**config.mk**
```make
export PLATFORM = sky130hd
export DESIGN_NAME = sign_narrow
export DESIGN_NICKNAME = d
export VERILOG_FILES = /design/src/rtl/sign_narrow.sv
export SDC_FILE = /design/constraint.sdc
export NUM_CORES = 1
export LEC_CHECK = 0
export ABC_CLOCK_PERIOD_IN_PS = 5450
export CORE_MARGIN = 2
export CORE_UTILIZATION = 51
export DETAILED_ROUTE_END_ITERATION = 12
export GPL_TIMING_DRIVEN = 0
export PLACE_DENSITY = 0.85
export SYNTH_ARGS = -nofsm -noshare
export SYNTH_HDL_FRONTEND = slang
export SYNTH_SLANG_ARGS = --single-unit
```
**constraint.sdc**
```tcl
create_clock -name clk -period 5.45 [get_ports clk]
set_input_delay 0.545 -clock clk [delete_from_list [all_inputs] [get_ports clk]]
set_output_delay 0.545 -clock clk [all_outputs]
set_load 0.01 [all_outputs]
```
**src/rtl/sign_narrow.sv**
```systemverilog
// rtl/sign_narrow.sv - narrows 32-bit words to 16 bits with range check and 2-entry output buffer
//
// Purpose:
//   Converts 32-bit datapath words to 16-bit halfword/immediate form.
//   Each word is range-checked (signed or unsigned 16-bit range), flagged on
//   overflow, and pushed into a 2-entry FIFO. Accepted overflows are counted
//   in a saturating 16-bit counter.
//
// Configuration:
//   SIGN_NARROW_SAT_EN - when defined, out-of-range words saturate
//                        (0x7FFF / 0x8000 signed, 0xFFFF unsigned);
//                        otherwise they are truncated to in_data[15:0].
//
// Ports:
//   clk        in   1   rising-edge clock
//   reset_n    in   1   synchronous active-low reset
//   in_valid   in   1   producer presents a word
//   in_ready   out  1   unit accepts a word this cycle (occupancy < 2)
//   in_data    in   32  word to narrow
//   in_signed  in   1   1 = signed range check, 0 = unsigned
//   out_valid  out  1   head entry valid
//   out_ready  in   1   consumer takes head entry
//   out_data   out  16  narrowed result (head entry)
//   out_ovf    out  1   head entry was out of range
//   clr_count  in   1   synchronous clear of ovf_count (wins over increment)
//   ovf_count  out  16  saturating count of accepted out-of-range words

module sign_narrow (
  input  logic        clk,
  input  logic        reset_n,
  input  logic        in_valid,
  output logic        in_ready,
  input  logic [31:0] in_data,
  input  logic        in_signed,
  output logic        out_valid,
  input  logic        out_ready,
  output logic [15:0] out_data,
  output logic        out_ovf,
  input  logic        clr_count,
  output logic [15:0] ovf_count
);

  // Buffer state: the head entry lives directly in the output registers,
  // the second entry in tail_*. occ counts valid entries (0..2).
  logic [1:0]  occ_q, occ_d;
  logic        valid_q, valid_d;
  logic [15:0] head_data_q, head_data_d;
  logic        head_ovf_q, head_ovf_d;
  logic [15:0] tail_data_q, tail_data_d;
  logic        tail_ovf_q, tail_ovf_d;
  logic [15:0] cnt_q, cnt_d;

  logic        push;
  logic        pop;
  logic        signed_ok;
  logic        unsigned_ok;
  logic        new_ovf;
  logic [15:0] new_data;

  assign in_ready  = (occ_q != 2'd2);
  assign out_valid = valid_q;
  assign out_data  = head_data_q;
  assign out_ovf   = head_ovf_q;
  assign ovf_count = cnt_q;

  assign push = in_valid && in_ready;
  assign pop  = valid_q && out_ready;

  // Signed fits iff bits 31..15 are a pure sign extension of bit 15.
  assign signed_ok   = (in_data[31:15] == {17{in_data[15]}});
  assign unsigned_ok = (in_data[31:16] == 16'h0000);

  always_comb begin
    new_ovf  = in_signed ? !signed_ok : !unsigned_ok;
    new_data = in_data[15:0];
`ifdef SIGN_NARROW_SAT_EN
    if (new_ovf) begin
      if (in_signed) begin
        new_data = in_data[31] ? 16'h8000 : 16'h7FFF;
      end else begin
        new_data = 16'hFFFF;
      end
    end
`endif
  end

  always_comb begin
    occ_d       = occ_q;
    valid_d     = valid_q;
    head_data_d = head_data_q;
    head_ovf_d  = head_ovf_q;
    tail_data_d = tail_data_q;
    tail_ovf_d  = tail_ovf_q;

    case (occ_q)
      2'd0: begin
        if (push) begin
          head_data_d = new_data;
          head_ovf_d  = new_ovf;
          occ_d       = 2'd1;
        end
      end
      2'd1: begin
        if (push && pop) begin
          // Head leaves and the new word takes its place directly.
          head_data_d = new_data;
          head_ovf_d  = new_ovf;
        end else if (push) begin
          tail_data_d = new_data;
          tail_ovf_d  = new_ovf;
          occ_d       = 2'd2;
        end else if (pop) begin
          // Head registers keep their stale value; out_valid masks them.
          occ_d = 2'd0;
        end
      end
      default: begin
        // Full: in_ready is low, so only a pop can happen.
        if (pop) begin
          head_data_d = tail_data_q;
          head_ovf_d  = tail_ovf_q;
          occ_d       = 2'd1;
        end
      end
    endcase

    valid_d = (occ_d != 2'd0);
  end

  always_comb begin
    cnt_d = cnt_q;
    if (clr_count) begin
      cnt_d = 16'h0000;
    end else if (push && new_ovf && (cnt_q != 16'hFFFF)) begin
      cnt_d = cnt_q + 16'd1;
    end
  end

  always_ff @(posedge clk) begin
    if (!reset_n) begin
      occ_q       <= 2'd0;
      valid_q     <= 1'b0;
      head_data_q <= 16'h0000;
      head_ovf_q  <= 1'b0;
      tail_data_q <= 16'h0000;
      tail_ovf_q  <= 1'b0;
      cnt_q       <= 16'h0000;
    end else begin
      occ_q       <= occ_d;
      valid_q     <= valid_d;
      head_data_q <= head_data_d;
      head_ovf_q  <= head_ovf_d;
      tail_data_q <= tail_data_d;
      tail_ovf_q  <= tail_ovf_d;
      cnt_q       <= cnt_d;
    end
  end

endmodule
```
==> run summary, run 1 <==
EDFF count, synth -> 0
Crit. Startpoint -> in_data[29]
maximum vdd drop -> 0.0001496 V
Nets -> 411
Gates resized, CTS repair -> 0
FILL cells -> 389
hold worst-path end -> tail_data_q[15]
Root Driver -> clkbuf_8
CP Max Fanout -> 10
Fin. Hold Viols -> 0
CTS tree -> built
Reg clk slew, reported paths -> 0.09 ns
Placed Cells -> 432
R2R Setup Slk -> 3.28 ns
Synth Warn # -> 0
RR Startpoint -> ovf_count[0]
DP Wirelength -> 4646 um
GRT Resource Usage Total -> 23.90%
Worst-Skew Late Latency -> 0.30 ns
Starting Density -> 53.59%
Die H -> 74.92 um
CP Data Required Time -> 5.62 ns
Synth area leader -> dfxtp_1
WS Path Type -> in2reg
Inserted Diodes -> 0
Power, Total -> 0.8682 mW
Syn Std Cell Area -> 0.002565 mm^2
Remaining DRCs -> 0
vias in the first global route -> 2308
synth top area cells -> dfxtp_1 41%, nand2_1 9.5%, mux2i_1 6.2%, o211a_1 6.2%, a21boi_0 4.7%
Die Width -> 74.92 um
Hold Crit Class -> reg2reg
worst-case reg-to-reg path depth -> 7
first-pass GRT wire length -> 10360 um
die area -> 0.005612 mm^2
Yosys top cell area share -> 41.37%
clock buffer count from CTS -> 5
total core area -> 0.004786 mm^2
Worst Max-Slew Pin Slew -> 0.7273 ns
Seq/Total Area, Yosys -> 41.37%
Vias -> 2432
# rows -> 25
gr ovfl total -> 0
synthesized area per cell -> 8.754 um^2
post-synthesis net count -> 332
vias per inst -> 5.527
status -> completed
fin worst setup slack -> 3.055 ns
minimum clock period -> 2.395 ns
area grow syn2layout -> 36.05%
worst relative slew slack -> 51.51%
worst hold start -> tail_data_q[15]
initial antenna violation count -> 0
Util after Layout -> 72.91%
setup_tns -> 0 ns
max-cap violation count -> 0
Max Root-Sink Buffers -> 2
unrepaired setup endpoints after global routing -> false
hold path depth -> 2
Placer Congestion -> 0.8851
largest net degree at the start of global routing -> 17
layout cell share with drive strength beyond 1 -> 7.239%
final-report setup violation count -> 0
Post-Route WL -> 6273 um
Leakage Power -> 1.320 nW
WP data arrival -> 2.57 ns
Startpoint Class -> primary input
Tcrit/Tclk final -> 43.94%
synth unique cells -> 44
TritonRoute pass-1 iters -> 4
clock skew -> 0.003550 ns
Routed wire per std cell -> 14.26 um
FF+latch count, synth -> 53
IO Port Bufs -> 72
asr flop ratio synth -> 0%
Post-Syn Instances -> 293
antenna viol nets, final -> 0
H-Tree Depth -> 2
Fmax -> 417.6 MHz
CTS Sinks -> 53
PD cells -> 248.8 mW/mm^2
CP Capture Type -> flip-flop
num ports -> 73
cts hold-fix bufs -> 0
fin. max-slew vios -> 0
ys flop type -> dfxtp_1
Reg-to-Reg End -> ovf_count[10]
setup slack after placement -> 2.736 ns
initial drt markers -> 123
Cell Count, Final, Fillers Out -> 440
postcts setup bufs -> 0
-- per-stage QoR --
stage	area (um^2)	hold slack (ns)
after global routing	3490	0.4889
after CTS	3490	0.4722
after detailed placement	3369	0.4606
final	3490	0.4677
after global placement	3369	0.4497
after floorplan	2565	0.4431
-- worst max-delay path: stages --
cell and delay (ns):
clkdlybuf4s50_1 0.43, nor4_1 0.32, nand3_1 0.17, o41ai_4 0.46
clkbuf_1 0.39, or3_1 0.20, a21oi_2 0.05
-- Yosys cell counts, types with 2 or more instances --
cell type and instances:
o31ai_1 2, or3_1 11, buf_2 2, or4_1 6, o21a_1 2, nor4_1 4, o21ai_1 7, buf_6 2
o21ai_0 7, nand2_1 65, dfxtp_1 53, and3_1 3, a21oi_2 5, nor2_1 6, nand3_1 9, o211a_1 16
a21oi_1 7, nand4_1 10, buf_1 2, mux2i_1 16, nor3_1 3, a21boi_0 16, clkbuf_1 13, nand3_2 2
o211ai_1 5
-- area by class of cell --
| class | count | area, um^2 | share of cell area (%) |
|---|---|---|---|
| Buffer | 20 | 96.34 | 2.761 |
| Timing Repair Buffer | 72 | 720.7 | 20.65 |
| Sequential cell | 53 | 1061 | 30.41 |
| Clock inverter | 2 | 37.54 | 1.076 |
| Tap cell | 67 | 83.83 | 2.402 |
| Multi-Input combinational cell | 219 | 1404 | 40.23 |
| Clock buffer | 6 | 82.58 | 2.366 |
| Inverter | 1 | 3.754 | 0.1076 |
-- cell usage in the layout, fill, tap and decap left out, drive strengths merged, types with 2 or more instances in the layout --
master,Yosys,layout
o31ai,2,2
nor3,3,3
buf,7,7
mux2i,16,16
o211a,16,16
clkbuf,13,19
o211ai,5,5
or3,11,11
and2,2,2
or4,7,7
a21oi,12,12
dfxtp,53,53
nor4,5,5
a21boi,16,16
nand3,11,11
nor2,6,6
clkdlybuf4s50,0,72
nand2,67,67
nand4,10,10
and3,3,3
o21ai,14,14
o21a,2,2
nand2b,2,2
-- state kept, by name, summed over array words and instances (netlist names) --
register / cells
tail_data_q: 16
ovf_count: 16
occ_q: 2
out_ovf: 1
tail_ovf_q: 1
out_data: 16
out_valid: 1
-- cells by family after synthesis --
group                      after synthesis  share of synthesized area (%)
AOI/OAI and AO/OA                       71                          21.32
adders and majority gates                1                         0.4877
buffers and inverters                   21                          3.903
and+or+nand+nor                        131                          26.68
DFF                                     53                          41.37
muxes                                   16                          6.244
-- how the worst max path moves through the flow --
stage | endpoint | slack (ns)
6_report | ovf_count[14] | 3.06
5_1_grt | ovf_count[2] | 2.83
4_1_cts | ovf_count[14] | 3.07
3_5_place_dp | ovf_count[14] | 2.74
3_3_place_gp | ovf_count[11] | 2.78
2_1_floorplan | ovf_count[11] | 3.48
-- per-layer routing --
layer  up-vias  routed length, um  GRT usage, %
met5         -                  0             0
li1       1227                  -             -
met1      1134               2849         30.52
met3         6                285         4.953
met2        65               3070         40.45
met4         0                 69         7.738
-- power breakdown --
part           leakage [nW]  switching [mW]  internal, mW  total [mW]
logic                 0.830          0.0756        0.0874       0.163
clock network        0.0574           0.129         0.149       0.278
registers             0.433          0.0151         0.412       0.427
total                  1.32           0.219         0.649       0.868
(Power assumes the default switching activity.)
==> run 2: changes to the inputs <==
==> config.mk (replaced) <==
export PLATFORM = sky130hd
export DESIGN_NAME = sign_narrow
export DESIGN_NICKNAME = d
export VERILOG_FILES = /design/src/rtl/sign_narrow.sv
export SDC_FILE = /design/constraint.sdc
export NUM_CORES = 1
export LEC_CHECK = 0
export ABC_CLOCK_PERIOD_IN_PS = 2000
export CORE_MARGIN = 2
export CORE_UTILIZATION = 43
export DETAILED_ROUTE_END_ITERATION = 12
export GPL_TIMING_DRIVEN = 0
export PLACE_DENSITY = 0.76
export SYNTH_ARGS = -nofsm -noshare
export SYNTH_HDL_FRONTEND = slang
export SYNTH_SLANG_ARGS = --single-unit
==> constraint.sdc (replaced) <==
create_clock -name clk -period 2 [get_ports clk]
set_input_delay 0.2 -clock clk [delete_from_list [all_inputs] [get_ports clk]]
set_output_delay 0.2 -clock clk [all_outputs]
set_load 0.01 [all_outputs]
==> run 2 against run 1 <==
  * Combinational power grew to 2.8 times the previous value
  * Via count decreased by 1.1%
  * Highest routed layer unchanged
  * Global-route usage fell by 3.8 points
==> run summary, run 2 (synthesis gave the netlist of run 1 again) <==
status -> completed
area grow syn2layout -> 37.37%
layout cell share with drive strength beyond 1 -> 9.867%
TritonRoute pass-1 iters -> 4
gr ovfl total -> 0
clock buffer count from CTS -> 5
Worst-Skew Late Latency -> 0.31 ns
most common cell after layout, fill and taps aside -> clkdlybuf4s50_1
maximum vdd drop -> 0.0004201 V
IO Port Bufs -> 72
cts hold-fix bufs -> 0
Routed wire per std cell -> 14.06 um
CP Max Fanout -> 10
Buf/Inv on CP -> 1
Placer Congestion -> 0.8156
die area -> 0.006599 mm^2
total core area -> 0.005851 mm^2
Slowest Stage Delay on Critical Path -> 0.45 ns
CTS tree -> built
Inserted Diodes -> 0
CP Capture Type -> flip-flop
Max Root-Sink Buffers -> 2
fin. max-slew vios -> 0
Die H -> 81.24 um
first-pass GRT wire length -> 10610 um
Hold Crit Class -> in2reg
CP Data Required Time -> 2.18 ns
Starting Density -> 43.84%
delay-heaviest family, CP -> simple AND/OR/NAND/NOR gates
DP Wirelength -> 4558 um
unrepaired setup endpoints after global routing -> true
Die Width -> 81.24 um
WS Path Type -> reg2reg
vias per inst -> 5.344
clock skew -> 0.005831 ns
# rows -> 28
largest net degree at the start of global routing -> 18
Fmax -> 526.3 MHz
Post-Route WL -> 6329 um
H-Tree Depth -> 2
vias in the first global route -> 2273
final-report setup violation count -> 0
num ports -> 73
Startpoint Class -> flip-flop
GRT Resource Usage Total -> 20.15%
commonest cells after routing, fill and taps aside -> 72 x clkdlybuf4s50_1, 65 x nand2_1, 51 x dfxtp_1
antenna viol nets, final -> 0
worst relative slew slack -> 50.94%
Power, Total -> 2.274 mW
Reg clk slew, reported paths -> 0.10 ns
Tcrit/Tclk final -> 94.99%
Fin. Hold Viols -> 0
Nets -> 413
CP max stage cell -> or4_4
initial antenna violation count -> 0
CTS Sinks -> 53
Worst Max-Slew Pin Slew -> 0.7359 ns
Remaining DRCs -> 0
WP data arrival -> 2.08 ns
minimum clock period -> 1.900 ns
Root Driver -> clkbuf_8
max-cap violation count -> 0
Vias -> 2405
Leakage Power -> 1.328 nW
initial drt markers -> 135
Util after Layout -> 60.22%
CP Cell Sequence -> ha_2, and3_4, nand3_2, or4_4, buf_6, nand4_1, or3_1, a21oi_2
PD cells -> 645.5 mW/mm^2
run 2: changes by cell type in the layout (fill, tap and decap cells not counted), moves of 2 or more:
cell,change
buf_4,+2
clkbuf_1,-2
clkbuf_2,+2
dfxtp_1,-2
dfxtp_4,+2
run 2: worst paths after layout:
kind | start | end | slack, ns | cells after the start
min | in_data[2] | tail_data_q[2] | 0.47 | 3
min reg2reg | tail_data_q[10] | tail_data_q[10] | 0.47 | 2
max | ovf_count[1] | ovf_count[11] | 0.10 | 8
max reg2reg | ovf_count[1] | ovf_count[11] | 0.10 | 8
run 2: layout make-up:
class	count	area [um^2]
Buffer	20	98.84
Clock buffer	6	82.58
Clock inverter	2	17.52
Fill cell	506	2327
Inverter	1	3.754
Multi-Input combinational cell	219	1423
Sequential cell	53	1069
Tap cell	75	93.84
Timing Repair Buffer	74	735.7
run 2: tightest hold or removal path, delay by kind of cell:
kind                   cells  cell delay (ns)
buffers and inverters      1             0.41
AO/OA/AOI/OAI              1             0.06
AND/OR/NAND/NOR            1             0.06
run 2: layer usage:
layer / GRT usage [%] / part of all wire (%)
met1: 26.70 / 46
met2: 34.05 / 47
met3: 4.000 / 6.2
met4: 4.237 / 0.57
met5: 0 / 0
run 2: stage by stage:
stage | cells | setup TNS (ns) | setup slack (ns) | hold WS, ns | instance area [um^2]
3_5_place_dp | 440 | -7.315 | -0.3172 | 0.4597 | 3379
2_1_floorplan | 293 | 0 | 0.02915 | 0.3314 | 2565
6_report | 450 | 0 | 0.1001 | 0.4707 | 3523
3_3_place_gp | 440 | -7.840 | -0.3803 | 0.4504 | 3379
4_1_cts | 449 | 0 | 0.002754 | 0.4629 | 3500
5_1_grt | 450 | -0.002878 | -0.002878 | 0.4652 | 3523
run 2: what timing repair did:
item | in CTS | in global routing
pin swaps | 0 | 2
resized for setup | 5 | 7
setup endpoints to repair | 11 | 25
setup buffers | 1 | 1
run 2: power by group:
group / internal (mW) / switching [mW] / total (mW)
Sequential: 1.12 / 0.0377 / 1.16
Combinational: 0.240 / 0.209 / 0.449
Clock: 0.288 / 0.378 / 0.667
==> variant 1 (config.mk and constraints of run 2) <==
`head_data_q` and `tail_data_q` no longer have a reset.
--- a/src/rtl/sign_narrow.sv
+++ b/src/rtl/sign_narrow.sv
@@ -140,20 +140,21 @@
     if (!reset_n) begin
       occ_q       <= 2'd0;
       valid_q     <= 1'b0;
-      head_data_q <= 16'h0000;
       head_ovf_q  <= 1'b0;
-      tail_data_q <= 16'h0000;
       tail_ovf_q  <= 1'b0;
       cnt_q       <= 16'h0000;
     end else begin
       occ_q       <= occ_d;
       valid_q     <= valid_d;
-      head_data_q <= head_data_d;
       head_ovf_q  <= head_ovf_d;
-      tail_data_q <= tail_data_d;
       tail_ovf_q  <= tail_ovf_d;
       cnt_q       <= cnt_d;
     end
   end
 
+  always_ff @(posedge clk) begin
+    head_data_q <= head_data_d;
+    tail_data_q <= tail_data_d;
+  end
+
 endmodule
Function: changed (Yosys sat finds a counterexample within 4 cycles, from zero or initial values and one cycle with reset_n low).
==> variant 1 against run 2 <==
Sequential cell count did not move. Wire length is 14% lower. Hold slack improved by 5.3 ps. Synthesized area is 4.7% lower. Largest power group unchanged. Critical path depth shrank 1. Worst setup slack worse by 41 ps. Combinational power decreased by 16%. Total power rose by 3.8%. Cell area is 2.7% lower.
==> variant 1: results (changes against run 2) <==
Leak = 1.09 nW (-18%)
Number of DRC markers in iteration 0 = 83 (-39%)
Met3 track demand over resource = 4.41% (+0.41 points)
FILL cells = 448 (-11%)
Min-Delay Endpoint = out_ovf
Min-delay worst type = reg -> reg
Reg2reg start = ovf_count[0]
Wire per inst = 15.2 µm (+8.3%)
Post-DP HPWL = 3.89 mm (-15%)
Crit path to = ovf_count[8]
Clock Skew = 3.05 ps (-2.78 ps)
Reg2Reg Setup Slack = 60 ps (-40 ps)
DP Area = 3270 µm² (-3.1%)
Non-clock inverters = 2 (+1)
Multi-input combinational gate total = 141 (-36%)
Final Util = 62.2% (+2.0 points)
Yosys cell types = 49 (+11%)
# nets final = 325 (-21%)
Cell area after layout = 3430 µm² (-2.7%)
Buffering overhead = 23.5% (-0.14 points)
M1 WL = 2.52 mm (-14%)
Nonclk buf count = 83 (-12%)
Met2 usage = 30.3% (-3.7 points)
Final GP Congestion = 0.835 (+2.4%)
Initial antenna violation count = 0 (unchanged)
Post-CTS repair timing setup buffer count = 0 (-1)
CP Max Fanout = 7 (-3)
Arr. time, crit path = 2180 ps (+100 ps)
Synth Area per Inst = 11.9 µm² (+36%)
HP Start = tail_ovf_q
Placed Cells = 350 (-20%)
Worst hold margin = 476 ps (+5.27 ps)
Non-filler cells, final = 359 (-20%)
Reg2Reg Depth = 7 (-1)
Outcome = complete, no violations
Post-synth top cells = edfxtp_1 (32), dfxtp_1 (21), mux2_2 (16)
Final Cycle Share = 97.1% (+2.1 points)
Clock-cell share of area = 3.25% (+0.41 points)
Peak supply drop = 0.353 mV (-16%)
Met1 Resource Use GR = 21.5% (-5.2 points)
Measured slew at the worst slew-check pin = 847 ps (+111 ps)
Pre-CTS setup slack = -437 ps (-119 ps)
Top_reg_cell synth = edfxtp_1
Ratio of cells with drive above 1 in the final layout = 22.6% (+13 points)
Net Sw Frac = 22.1% (-5.4 points)
Register Area = 1390 µm² (+30%)
GR Util All Layers = 17.3% (-2.8 points)
Net Count, Synth = 244 (-27%)
Multi-input gate area in the final layout = 1020 µm² (-28%)
-- variant 1: critical path: stages (launching register included) --
cell and delay [ps]:
dfxtp_4 380, ha_4 180, nand2_1 110, or4_4 160, o22ai_4 70, buf_2 170, or4_2 660, a21oi_2 150
-- variant 1: power groups by stage --
stage               logic [mW]  registers, mW  clock network, mW
floorplan                0.131           1.32                  0
global placement         0.361           1.30                  0
detailed placement       0.380           1.30                  0
CTS                      0.383           1.27              0.733
global route             0.409           1.27              0.780
finish                   0.378           1.27              0.713
-- variant 1: cells by family (layout without fill, tap and decap cells) --
kind of cell               after synthesis  count (layout)  synth area share [%]
AOI/OAI and AO/OA                       39              39                  12.1
adders and majority gates                1               1                 0.512
buffers and inverters                   11              93                  3.02
DFF                                     53              53                  56.5
muxes                                   19              19                  8.60
and+or+nand+nor                         82              82                  19.3
-- variant 1: timing repair --
action,4_1_cts,5_1_grt
resized for setup,6,6
gates cloned,0,1
hold buffers,0,0
endpoints found under the setup margin,30,10
endpoints found under the hold margin,0,0
pin swaps,0,1
==> variant 2 (config.mk and constraints of run 2) <==
Without the edit above. Build with the macro `SIGN_NARROW_SAT_EN` defined.
--- a/src/rtl/sign_narrow.sv
+++ b/src/rtl/sign_narrow.sv
@@ -24,6 +24,8 @@
 //   out_ovf    out  1   head entry was out of range
 //   clr_count  in   1   synchronous clear of ovf_count (wins over increment)
 //   ovf_count  out  16  saturating count of accepted out-of-range words
+
+`define SIGN_NARROW_SAT_EN
 
 module sign_narrow (
   input  logic        clk,
Behaviour: not the same (Yosys sat finds a counterexample within 4 cycles, from zero or initial values and one cycle with reset_n low).
==> variant 2 against run 2 <==
Non-clock buffer count is 3 higher. Total power is 11% higher. Final cell count is 4.7% higher. Maximum frequency is 1.7% lower. Synthesized area is 0.63% higher. Cell area is 4.5% higher. Worst setup slack worse by 32 ps. First-iteration DRC count is 10% lower. Wire length is 15% higher. Sequential cell count stayed put.
==> variant 2: results (changes against run 2) <==
Net Count, Synth = 352 (+6.0%)
Total Wirelength = 7.28 mm (+15%)
Final GP Congestion = 0.856 (+4.9%)
Leak = 1.23 nW (-7.4%)
Slowest cell on crit path = clkdlybuf4s50_1
CP max stage delay = 490 ps (+40 ps)
Min-delay worst type = in -> reg
Wire per inst = 15.5 µm (+9.9%)
Relative slew slack = 63.4% (+13 points)
GR Util All Layers = 22.5% (+2.4 points)
Pin count of the biggest net entering global routing = 17 (-1)
Clock Skew = 5.41 ps (-0.419 ps)
YS warnings = 0 (unchanged)
Synth Area per Inst = 8.25 µm² (-5.8%)
Outcome = complete, no violations
Arr. time, crit path = 2110 ps (+30 ps)
Number of DRC markers in iteration 0 = 121 (-10%)
Reg clk slew, reported paths = 100 ps (about the same)
Clock Tree Buf Depth = 2 (unchanged)
DR vias = 2705 (+12%)
Port Buffers = 71 (-1.4%)
Number of global-route vias before repair = 2590 (+14%)
FILL cells = 515 (+1.8%)
Htree depth = 2 (unchanged)
Drt pass-1 iters = 4 (unchanged)
Register area share after synthesis = 41.1% (-0.26 points)
Post-DP HPWL = 5.17 mm (+13%)
Ratio of cells with drive above 1 in the final layout = 11.1% (+1.2 points)
Post-synth ARST share = 0% (unchanged)
Post-synth top cells = dfxtp_1 (53), nor3_1 (33), nand2_1 (32)
Largest cells by area after synthesis = dfxtp_1 (41%), nor3_1 (6.4%), a21oi_1 (5.4%), nand2_1 (4.7%), nand2b_1 (4.6%)
Yosys cell types = 44 (unchanged)
Peak supply drop = 0.335 mV (-20%)
Placed Cells = 459 (+4.3%)
# nets final = 434 (+5.1%)
First-pass GRT wire length = 11.8 mm (+11%)
Delay-heaviest family, CP = buffers and inverters
==> variant 2: cell count changes after synthesis, sizes merged, moves of 8 or more <==
cell / change
nand2: -34
or3: -8
nand2b: +17
nor2: +14
o211a: -15
mux2i: -14
nor3: +30
o311ai: +16
a21boi: -16
a21oi: +16
==> variant 2: area by class of cell <==
| cell class | instances | area [µm²] | share of cell area (%) |
|---|---|---|---|
| Timing Repair Buffer | 76 | 751 | 20.4 |
| Inverter | 4 | 15.0 | 0.408 |
| Tap cell | 75 | 93.8 | 2.55 |
| Multi-Input combinational cell | 234 | 1490 | 40.3 |
| Clock buffer | 5 | 68.8 | 1.87 |
| Clock inverter | 3 | 65.1 | 1.77 |
| Sequential cell | 53 | 1070 | 29.2 |
| Buffer | 21 | 130 | 3.53 |
==> variant 2: per-stage QoR <==
stage | setup WS (ps) | TNS, ps | area [µm²]
after floorplan | 88.6 | 0 | 2580
after global placement | -448 | -14600 | 3390
after detailed placement | -515 | -15450 | 3390
after CTS | 21.7 | 0 | 3590
after global routing | -14.4 | -41.5 | 3680
final | 68.2 | 0 | 3680
==> variant 2: logic make-up after synthesis <==
group / count (synthesis) / synth area share [%]
AO/OA/AOI/OAI: 77 / 20.7
adder cells (fa/ha/maj): 1 / 0.485
buffers and inverters: 26 / 4.94
flip-flops: 53 / 41.1
multiplexers: 2 / 0.776
AND/OR/NAND/NOR: 154 / 32.0
==> variant 2: where the power goes <==
group | internal, mW | leakage, nW | switching (mW) | total [mW]
clock network | 0.497 | 0.0681 | 0.348 | 0.845
registers | 1.13 | 0.437 | 0.0420 | 1.17
logic | 0.262 | 0.724 | 0.256 | 0.518
==> variant 2: metal layers <==
metal	track usage (%)	part of all wire, %	vias to the layer above
li1	-	-	1337
met4	8.98	2.1	0
met1	28.2	44	1278
met5	0	0	-
met2	37.5	49	70
met3	5.05	4.4	20
==> variant 2: final timing paths <==
| path | end | from | cells after the start | slack [ps] |
|---|---|---|---|---|
| setup reg to reg | out_data[8] | out_valid | 5 | 130 |
| hold reg to reg | out_data[10] | out_data[10] | 2 | 460 |
| hold / removal | out_data[15] | reset_n | 2 | 380 |
| setup / recovery | out_data[8] | in_data[20] | 7 | 70 |
==> variant 2: repair_timing <==
action,CTS,global route
endpoints found under the setup margin,27,35
pin swaps,3,5
resized for setup,8,31
buffers inserted,3,2
==> variant 2: worst reg2reg max path: stages (launching register included) <==
cell and delay, ps:
dfxtp_1 380, and2_1 230, o22a_1 400, clkbuf_1 420, o311ai_1 200, a21oi_1 180
